**config.mk**
```make
export PLATFORM = sky130hd
export DESIGN_NAME = lifo_stack
export DESIGN_NICKNAME = d
export VERILOG_FILES = /design/src/rtl/microev_pkg.sv /design/src/rtl/lifo_regfile.sv /design/src/rtl/lifo_stack.sv
export SDC_FILE = /design/constraint.sdc
export NUM_CORES = 1
export LEC_CHECK = 0
export CAP_MARGIN = 5
export CORE_MARGIN = 3
export CORE_UTILIZATION = 35
export CTS_CLUSTER_DIAMETER = 100
export CTS_CLUSTER_SIZE = 8
export DETAILED_ROUTE_END_ITERATION = 16
export SLEW_MARGIN = 20
export SYNTH_ARGS = -nofsm -noshare
export SYNTH_HDL_FRONTEND = slang
export SYNTH_SLANG_ARGS = --single-unit
```
**constraint.sdc**
```tcl
create_clock -name clk -period 2.8 [get_ports clk]
set_clock_uncertainty 0.1 [all_clocks]
set_input_delay 0.56 -clock clk [delete_from_list [all_inputs] [get_ports clk]]
set_output_delay 0.56 -clock clk [all_outputs]
set_load 0.01 [all_outputs]
```
**src/rtl/microev_pkg.sv**
```systemverilog
// rtl/microev_pkg.sv - shared MicroEV20 stack/queue constants
package microev_pkg;

  // Default geometry of the return-address/data stack.
  localparam int DEFAULT_WIDTH = 8;
  localparam int DEFAULT_DEPTH = 4;

  // Op-priority convention shared by the bit queue and the stack:
  // within one edge, pop is evaluated first, then clear, then push.
  // The pop therefore always observes the pre-edge contents, and a push
  // is judged against the occupancy left behind by the pop.
  localparam bit POP_FIRST = 1'b1;

endpackage

```
**src/rtl/lifo_regfile.sv**
```systemverilog
// rtl/lifo_regfile.sv - DEPTH x WIDTH register array, 1 sync write, 1 comb read, sync clear
module lifo_regfile #(
  parameter int WIDTH = 8,
  parameter int DEPTH = 4,
  parameter int AW    = (DEPTH > 1) ? $clog2(DEPTH) : 1
) (
  input  logic             clk,
  input  logic             reset,
  input  logic             clr,
  input  logic             we,
  input  logic [AW-1:0]    waddr,
  input  logic [WIDTH-1:0] wdata,
  input  logic [AW-1:0]    raddr,
  output logic [WIDTH-1:0] rdata
);

  logic [WIDTH-1:0] mem_q [DEPTH];

  // Storage: async reset and sync clear both zero every entry; clear wins over a write.
  always_ff @(posedge clk or posedge reset) begin
    if (reset) begin
      for (int i = 0; i < DEPTH; i++) mem_q[i] <= '0;
    end else if (clr) begin
      for (int i = 0; i < DEPTH; i++) mem_q[i] <= '0;
    end else if (we) begin
      mem_q[waddr] <= wdata;
    end
  end

  // Read port: the owner only ever presents an address below DEPTH.
  always_comb begin
    rdata = mem_q[raddr];
  end

endmodule

```
**src/rtl/lifo_stack.sv**
```systemverilog
// rtl/lifo_stack.sv - parameterised LIFO stack with registered pop output and sticky errors
module lifo_stack
  import microev_pkg::*;
#(
  parameter int WIDTH = DEFAULT_WIDTH,
  parameter int DEPTH = DEFAULT_DEPTH,
  parameter int CW    = $clog2(DEPTH + 1)
) (
  input  logic             clk,
  input  logic             reset,
  input  logic             push,
  input  logic             pop,
  input  logic             clear,
  input  logic [WIDTH-1:0] I,
  output logic [WIDTH-1:0] P,
  output logic             empty,
  output logic             full,
  output logic [CW-1:0]    count,
  output logic             overflow,
  output logic             underflow
);

  localparam int            AW      = (DEPTH > 1) ? $clog2(DEPTH) : 1;
  localparam logic [CW-1:0] DEPTH_C = CW'(DEPTH);

  logic [CW-1:0]    count_q, count_d;
  logic [CW-1:0]    cnt_after_pop;
  logic [WIDTH-1:0] p_q, p_d;
  logic             overflow_q, overflow_d;
  logic             underflow_q, underflow_d;
  logic             we;
  logic [AW-1:0]    waddr;
  logic [AW-1:0]    raddr;
  logic [WIDTH-1:0] top;

  // The top entry sits at count-1; truncating to AW bits is exact because
  // count-1 always lies in [0, DEPTH-1] whenever the read data is used.
  assign raddr = count_q[AW-1:0] - AW'(1);
  assign waddr = cnt_after_pop[AW-1:0];

  lifo_regfile #(
    .WIDTH(WIDTH),
    .DEPTH(DEPTH),
    .AW   (AW)
  ) u_regfile (
    .clk  (clk),
    .reset(reset),
    .clr  (clear),
    .we   (we),
    .waddr(waddr),
    .wdata(I),
    .raddr(raddr),
    .rdata(top)
  );

  // Next-state evaluation in pop -> clear -> push order (POP_FIRST).
  always_comb begin
    cnt_after_pop = count_q;
    p_d           = p_q;
    underflow_d   = underflow_q;
    overflow_d    = overflow_q;
    we            = 1'b0;

    if (pop) begin
      if (count_q != '0) begin
        p_d           = top;
        cnt_after_pop = count_q - CW'(1);
      end else begin
        p_d         = '0;
        underflow_d = 1'b1;
      end
    end

    count_d = cnt_after_pop;

    if (clear) begin
      count_d     = '0;
      underflow_d = 1'b0;
      overflow_d  = 1'b0;
    end else if (push) begin
      if (cnt_after_pop < DEPTH_C) begin
        we      = 1'b1;
        count_d = cnt_after_pop + CW'(1);
      end else begin
        overflow_d = 1'b1;
      end
    end
  end

  // State registers: count, popped value and sticky error flags.
  always_ff @(posedge clk or posedge reset) begin
    if (reset) begin
      count_q     <= '0;
      p_q         <= '0;
      overflow_q  <= 1'b0;
      underflow_q <= 1'b0;
    end else begin
      count_q     <= count_d;
      p_q         <= p_d;
      overflow_q  <= overflow_d;
      underflow_q <= underflow_d;
    end
  end

  assign P         = p_q;
  assign count     = count_q;
  assign overflow  = overflow_q;
  assign underflow = underflow_q;
  assign empty     = (count_q == '0);
  assign full      = (count_q == DEPTH_C);

endmodule

```
==> impl_metrics.py, run 1 <==
metrics = {
    "sta": {
        "rsz0062_at_grt": "no",
        "layout_min_cycle_time_ns": 2.523,
        "setup_viol": 0,
        "fin_ws_ns": 0.2775,
        "final.setup.tns_ns": 0,
        "relSlewSlack_pct": 62.35,
        "clock.fmax_mhz": 396.4,
        "whs_ns": 0.4074,
        "worst_slew_pin_slew_ns": 0.5629,
        "maxSlewViolCount": 0,
        "fin_crit_sh_pct": 90.09,
        "hold_viol_final": 0,
    },
    "pwr": {
        "p_int_mw": 1.522,
        "seqPwrFrac_pct": 34.3,
        "power_density_nw_per_um2": 872.2,
        "switching_share_pct": 36.99,
        "clkPwrFrac_pct": 16.2,
        "power.static_leakage_nw": 1.165,
        "max-vdd-ir-drop_uv": 334.5,
        "combPwrFrac_pct": 49.5,
        "power.total_mw": 2.416,
        "p_switching_uw": 893.8,
    },
    "min_path": {
        "hp-class": "reg2reg",
    },
    "clock_tree": {
        "cts_resized": 0,
        "numCtsBuffers": 5,
        "clkSlewWorstSetupHoldPaths_ns": 0.09,
        "post_cts_buffers": 0,
        "cts_root_buffer": "clkbuf_8",
        "clkSinkCount": 45,
        "clk_path_buf_depth": 2,
        "ctsHoldBuffers": 0,
        "cts_tree": "yes",
        "worstSkewPairLatency_ns": 0.29,
        "htree_levels": 2,
    },
    "logic_synthesis": {
        "ys_ff_latch": 45,
        "syn_avg_cell_area_um2": 11.24,
        "synth-compound-area-share_pct": 5.592,
        "syn_nets": 221,
        "synth_adder_area_share_pct": 3.876,
        "synth-xor-area-share_pct": 1.384,
        "synth-seq-area-share_pct": 49.83,
        "syn_area_um2": 2260,
        "synth-simple-area-share_pct": 15.34,
        "muxShareOfSynthArea_pct": 19.10,
        "synth_top_family_by_area": "multiplexers",
        "synth.distinct_cells": 25,
        "yosysWarnings": 0,
        "synth_cells": 201,
    },
    "final_layout": {
        "fillers": 601,
        "drive_gt1_share_pct": 15.32,
        "synthToLayoutAreaGrowth_pct": 22.59,
        "antenna_cells": 0,
        "final_core_util_pct": 45.44,
        "final_cell_count_no_fill": 310,
        "final_cell_area_um2": 2770,
        "final_nets": 254,
    },
    "floorplan": {
        "rows": 28,
        "coreArea_um2": 6096,
        "die_area_um2": 7456,
        "ios": 28,
        "initial_core_util_pct": 37.07,
        "die_y_um": 86.35,
        "dieWidth_um": 86.35,
    },
    "drt": {
        "final_antenna_net_count": 0,
        "vias_per_cell": 4.852,
        "drtIter0Drc": 99,
        "drt-total-wl_um": 4527,
        "vias": 1504,
        "wl_per_cell_um": 14.60,
        "drc": 0,
        "drt-pass1-iter-count": 4,
    },
    "setup_path": {
        "critPathBufInv": 3,
        "r2r-end": "u_regfile.mem_q[8]",
        "crit_type": "reg2reg",
        "cp.depth": 12,
        "cpPeakStageDelay_ns": 0.40,
        "setup.worst_path.end_class": "register",
        "critPathTopFamily": "simple AND/OR/NAND/NOR gates",
        "critPathMaxFanout": 8,
        "worstPathRequired_ns": 2.87,
        "r2r-start": "count[1]",
        "r2r_setup_slack_ns": 0.28,
        "endpoint": "u_regfile.mem_q[8]",
        "worstPathArrival_ns": 2.59,
        "path_cells": "inv_1 -> ha_1 -> nand2b_1 -> nand2_1 -> mux2_2 -> inv_1 -> ha_1 -> nand2_1 -> nor3_4 -> buf_12 -> mux2i_1 -> nor2_1",
        "crit_path_top_delay_cell": "mux2_2",
        "cp-start-kind": "register",
        "reg2reg_depth": 12,
        "critPathLaunch": "count[1]",
    },
    "global_route": {
        "grt_max_degree": 38,
        "grtUsageTotal_pct": 13.48,
        "grt_pass1_vias": 1463,
        "grt_pass1_wl_um": 7852,
        "antenna_found_initial": 0,
        "grt.overflow.total": 0,
    },
    "placement": {
        "dp_worst_setup_slack_ns": 0.06524,
        "placed_area_um2": 2684,
        "hpwl_um": 3085,
        "placed_cells": 302,
        "place_congestion": 0.7540,
        "io_buffers": 27,
    },
    "run_status": {
        "status": "complete, no violations",
    },
    "flow_run": {
        "maxCapViolCount": 0,
    },
}
[metal layers]
layer  GRT usage, %  share of wire (%)  wire [um]
met5              0                  0          0
met3          3.042                4.4        199
met2          18.92                 43       1944
met1          21.14                 52       2335
met4          2.975                1.0         47
[sequential cells by signal, indices dropped and copies added (netlist names)]
name / count
overflow: 1
P: 8
underflow: 1
count: 3
u_regfile.mem_q: 32
[how the worst min path moves through the flow]
| stage | startpoint | endpoint | slack [ns] | depth (start not counted) |
|---|---|---|---|---|
| finish | underflow | underflow | 0.41 | 2 |
| global placement | underflow | underflow | 0.38 | 2 |
| CTS | underflow | underflow | 0.41 | 2 |
| global route | P[5] | P[5] | 0.45 | 2 |
| detailed placement | underflow | underflow | 0.39 | 2 |
| floorplan | u_regfile.mem_q[16] | u_regfile.mem_q[16] | 0.38 | 2 |
[tightest hold or removal path, cell delays in order (launching register included)]
cell	delay, ns
dfrtp_1	0.36
a21oi_1	0.04
nor2_1	0.07
[power groups by stage]
| stage | Sequential, mW | Combinational [mW] | Clock [mW] |
|---|---|---|---|
| final | 0.828 | 1.20 | 0.391 |
| after global routing | 0.845 | 1.31 | 0.441 |
| after CTS | 0.828 | 1.21 | 0.410 |
| after detailed placement | 0.839 | 1.21 | 0 |
| after global placement | 0.841 | 1.20 | 0 |
| after floorplan | 0.847 | 0.784 | 0 |
[layout by cell type, fill, tap and decap left out]
cell type         n
dfrtp_1          45
nor2_1           28
clkdlybuf4s50_1  27
mux2i_1          24
nand3_1          16
inv_1            14
a21oi_1          11
nand2b_1          9
o21ai_0           9
buf_4             9
mux4_2            8
ha_1              7
nand2_1           5
clkbuf_8          5
nor3_4            3
clkinv_2          2
buf_12            2
nor4bb_2          1
a21boi_4          1
nor3_2            1
mux2_2            1
xnor2_1           1
or3b_4            1
a211oi_1          1
xnor3_1           1
and2_1            1
inv_2             1
clkinvlp_4        1
[kinds of logic (layout without fill, tap and decap cells)]
logic type               Yosys count  count (layout)
buffers and inverters             27              61
XOR/XNOR                           2               2
adder cells (fa/ha/maj)            7               7
flip-flops                        45              45
AO/OA/AOI/OAI                     22              22
AND/OR/NAND/NOR                   65              65
multiplexers                      33              33
[synth_stat cells (all sizes together)]
cell	instances	area, um2
a211oi	1	7.510
a21boi	1	18.77
a21oi	11	55.05
and2	1	6.260
buf	6	31.28
clkbuf	6	22.52
dfrtp	45	1126
ha	7	87.58
inv	15	56.30
mux2	1	11.26
mux2i	24	240.2
mux4	8	180.2
nand2	5	18.77
nand2b	9	56.30
nand3	16	80.08
nor2	28	105.1
nor3	4	58.81
nor4bb	1	10.01
o21ai	9	45.04
or3b	1	11.26
xnor2	1	8.760
xnor3	1	22.52
[area by class of cell]
| class | instances | area, um2 | area share, % |
|---|---|---|---|
| Clock inverter | 3 | 17.52 | 0.6323 |
| Tap cell | 75 | 93.84 | 3.388 |
| Inverter | 15 | 56.30 | 2.033 |
| Multi-Input combinational cell | 129 | 1030 | 37.17 |
| Timing Repair Buffer | 38 | 377.9 | 13.64 |
| Clock buffer | 5 | 68.82 | 2.484 |
| Sequential cell | 45 | 1126 | 40.65 |
(Power assumes the default switching activity.)
==> run 2, diff against run 1 <==
Settings changed: HOLD_SLACK_MARGIN from default to 0.08.
==> results of run 2 <==
Final layout, timing and power as in run 1 (identical DEF).
==> run 3, diff against run 2 <==
Settings changed: ABC_AREA from default to 1.
==> run 3 against run 2 <==
Compared with the run above: sequential share of layout area down 0.63 points; global-route usage is 4.2 points higher; routed wire length rose by 40%; first-iteration DRC count increased by 56%; critical path type unchanged.
==> impl_metrics.py, run 3 <==
metrics = {
    "clock_tree": {
        "ctsHoldBuffers": 0,
        "cts_tree": "yes",
        "numCtsBuffers": 5,
        "clk_path_buf_depth": 2,
        "clkSinkCount": 45,
        "post_cts_buffers": 0,
        "htree_levels": 2,
        "worstSkewPairLatency_ns": 0.30,
        "cts_root_buffer": "clkbuf_8",
        "clkSlewWorstSetupHoldPaths_ns": 0.08,
        "cts_resized": 0,
    },
    "drt": {
        "drt-total-wl_um": 6357,
        "vias": 2128,
        "final_antenna_net_count": 0,
        "vias_per_cell": 5.307,
        "drtIter0Drc": 154,
        "drt-pass1-iter-count": 4,
        "wl_per_cell_um": 15.85,
        "drc": 0,
    },
    "floorplan": {
        "initial_core_util_pct": 37.10,
        "die_area_um2": 7917,
        "rows": 29,
        "ios": 28,
        "coreArea_um2": 6495,
        "dieWidth_um": 88.98,
        "die_y_um": 88.98,
    },
    "final_layout": {
        "final_common_cell": "nand2_1",
        "top_register": "u_regfile.mem_q",
        "fillers": 679,
        "largest_reg_flops": 32,
        "antenna_cells": 0,
        "multi_input_area_um2": 1072,
        "final_cell_mix": "93 x nand2_1, 61 x nand3_1, 45 x dfrtp_1, 31 x nand4_1, 27 x clkdlybuf4s50_1",
        "final_nets": 343,
        "final_cell_count_no_fill": 401,
        "synthToLayoutAreaGrowth_pct": 16.77,
        "drive_gt1_share_pct": 7.716,
        "seq_area_um2": 1126,
    },
    "setup_path": {
        "critPathLaunch": "count[1]",
        "crit_type": "reg2reg",
        "setup.worst_path.end_class": "register",
        "r2r-end": "u_regfile.mem_q[7]",
        "cp-start-kind": "register",
        "critPathMaxFanout": 9,
        "endpoint": "u_regfile.mem_q[7]",
        "worstPathRequired_ns": 2.92,
        "r2r_setup_slack_ns": 0.32,
        "reg2reg_depth": 13,
        "r2r-start": "count[1]",
        "worstPathArrival_ns": 2.60,
    },
    "placement": {
        "place_congestion": 0.8079,
        "io_buffers": 27,
        "hpwl_um": 4214,
        "placed_cells": 393,
    },
    "run_status": {
        "status": "complete, no violations",
    },
    "global_route": {
        "grt_pass1_vias": 2042,
        "antenna_found_initial": 0,
        "grt.overflow.total": 0,
        "grt_pass1_wl_um": 10840,
        "grtUsageTotal_pct": 17.68,
        "grt_max_degree": 46,
    },
    "min_path": {
        "hold_path_depth": 2,
        "hp-class": "reg2reg",
    },
    "logic_synthesis": {
        "ys_ff_latch": 45,
        "async_reset_ff_share_pct": 100.0,
        "yosysWarnings": 0,
        "syn_nets": 314,
        "synth-edff-count": 0,
        "yosysMostFrequentCell": "nand2_1",
        "synth_cells": 294,
        "synth-seq-area-share_pct": 46.73,
        "synth.distinct_cells": 20,
        "synth.largest_area_cell": "dfrtp_1",
        "synth_ff_type": "dfrtp_1",
        "synthTopCellsByCount": "93 x nand2_1, 61 x nand3_1, 45 x dfrtp_1, 31 x nand4_1, 16 x inv_1",
        "syn_area_um2": 2410,
        "syn_avg_cell_area_um2": 8.197,
        "yosys-top-cells-area": "dfrtp_1 47%, nand2_1 14%, nand3_1 13%, nand4_1 8.0%, ha_1 3.6%",
        "yosys.area.top_type_share_pct": 46.73,
    },
    "pwr": {
        "power_density_nw_per_um2": 968.3,
        "p_int_mw": 1.502,
        "max-vdd-ir-drop_uv": 386.4,
        "clkPwrFrac_pct": 14.5,
        "switching_share_pct": 44.87,
        "seqPwrFrac_pct": 31.7,
        "combPwrFrac_pct": 53.8,
        "power.static_leakage_nw": 1.435,
        "p_switching_mw": 1.223,
    },
    "sta": {
        "hold_viol_final": 0,
        "setup_viol": 0,
        "final.setup.tns_ns": 0,
        "rsz0062_at_grt": "no",
        "maxSlewViolCount": 0,
        "fin_crit_sh_pct": 88.40,
        "layout_min_cycle_time_ns": 2.475,
        "clock.fmax_mhz": 404.0,
        "relSlewSlack_pct": 59.97,
        "worst_slew_pin_slew_ns": 0.6005,
    },
    "flow_run": {
        "maxCapViolCount": 0,
    },
}
## run 3: stage by stage
step / cell area [um2] / util [%] / setup WS [ns] / hold WS (ns) / total power [mW]
after global placement: 2731 / 42.05 / 0.1468 / 0.3618 / 2.317
after CTS: 2814 / 43.33 / 0.3117 / 0.3867 / 2.746
after detailed placement: 2731 / 42.05 / 0.07477 / 0.3650 / 2.348
after floorplan: 2410 / - / 0.2472 / 0.3686 / 1.885
final: 2814 / 43.33 / 0.3249 / 0.3800 / 2.725
after global routing: 2814 / 43.33 / 0.1179 / 0.4120 / 2.958
## run 3: worst min-delay path by stage
| stage | start | to |
|---|---|---|
| 2_1_floorplan | u_regfile.mem_q[10] | u_regfile.mem_q[10] |
| 5_1_grt | P[0] | P[0] |
| 6_report | P[7] | P[7] |
| 4_1_cts | P[7] | P[7] |
| 3_5_place_dp | P[5] | P[5] |
| 3_3_place_gp | P[7] | P[7] |
## run 3: worst max-delay path: stages (launching register included)
cell      delay, ns
dfrtp_1        0.39
inv_1          0.10
ha_1           0.21
nand2_1        0.15
nand2_1        0.13
nand2_1        0.06
nand2_1        0.15
inv_1          0.11
ha_1           0.23
nand2_1        0.09
clkinv_1       0.29
nand2_4        0.22
nand3_1        0.08
o21ai_0        0.08
## run 3: final cells by class
type                            count  area share [%]
Multi-Input combinational cell    213           38.11
Sequential cell                    45           40.02
Inverter                           21           2.801
Timing Repair Buffer               37           12.72
Clock inverter                      2          0.3557
Tap cell                           77           3.424
Clock buffer                        6           2.579
## run 3: logic make-up after synthesis
logic type,synth area share (%)
compound gates,0.9345
buf+inv,8.774
simple gates,39.93
flops,46.73
fa+ha+maj,3.634
## run 3: routing by layer
metal	vias to the layer above	routed length (um)	GRT usage, %
met5	-	0	0
met4	0	72	5.277
met3	6	235	2.212
met2	51	2994	26.59
met1	1025	3055	26.62
li1	1046	-	-
## run 3: power groups by stage
stage | Sequential, mW | Combinational, mW | Clock [mW]
global route | 0.880 | 1.64 | 0.434
floorplan | 0.902 | 0.983 | 0
detailed placement | 0.877 | 1.47 | 0
CTS | 0.865 | 1.48 | 0.405
global placement | 0.871 | 1.45 | 0
finish | 0.863 | 1.47 | 0.395
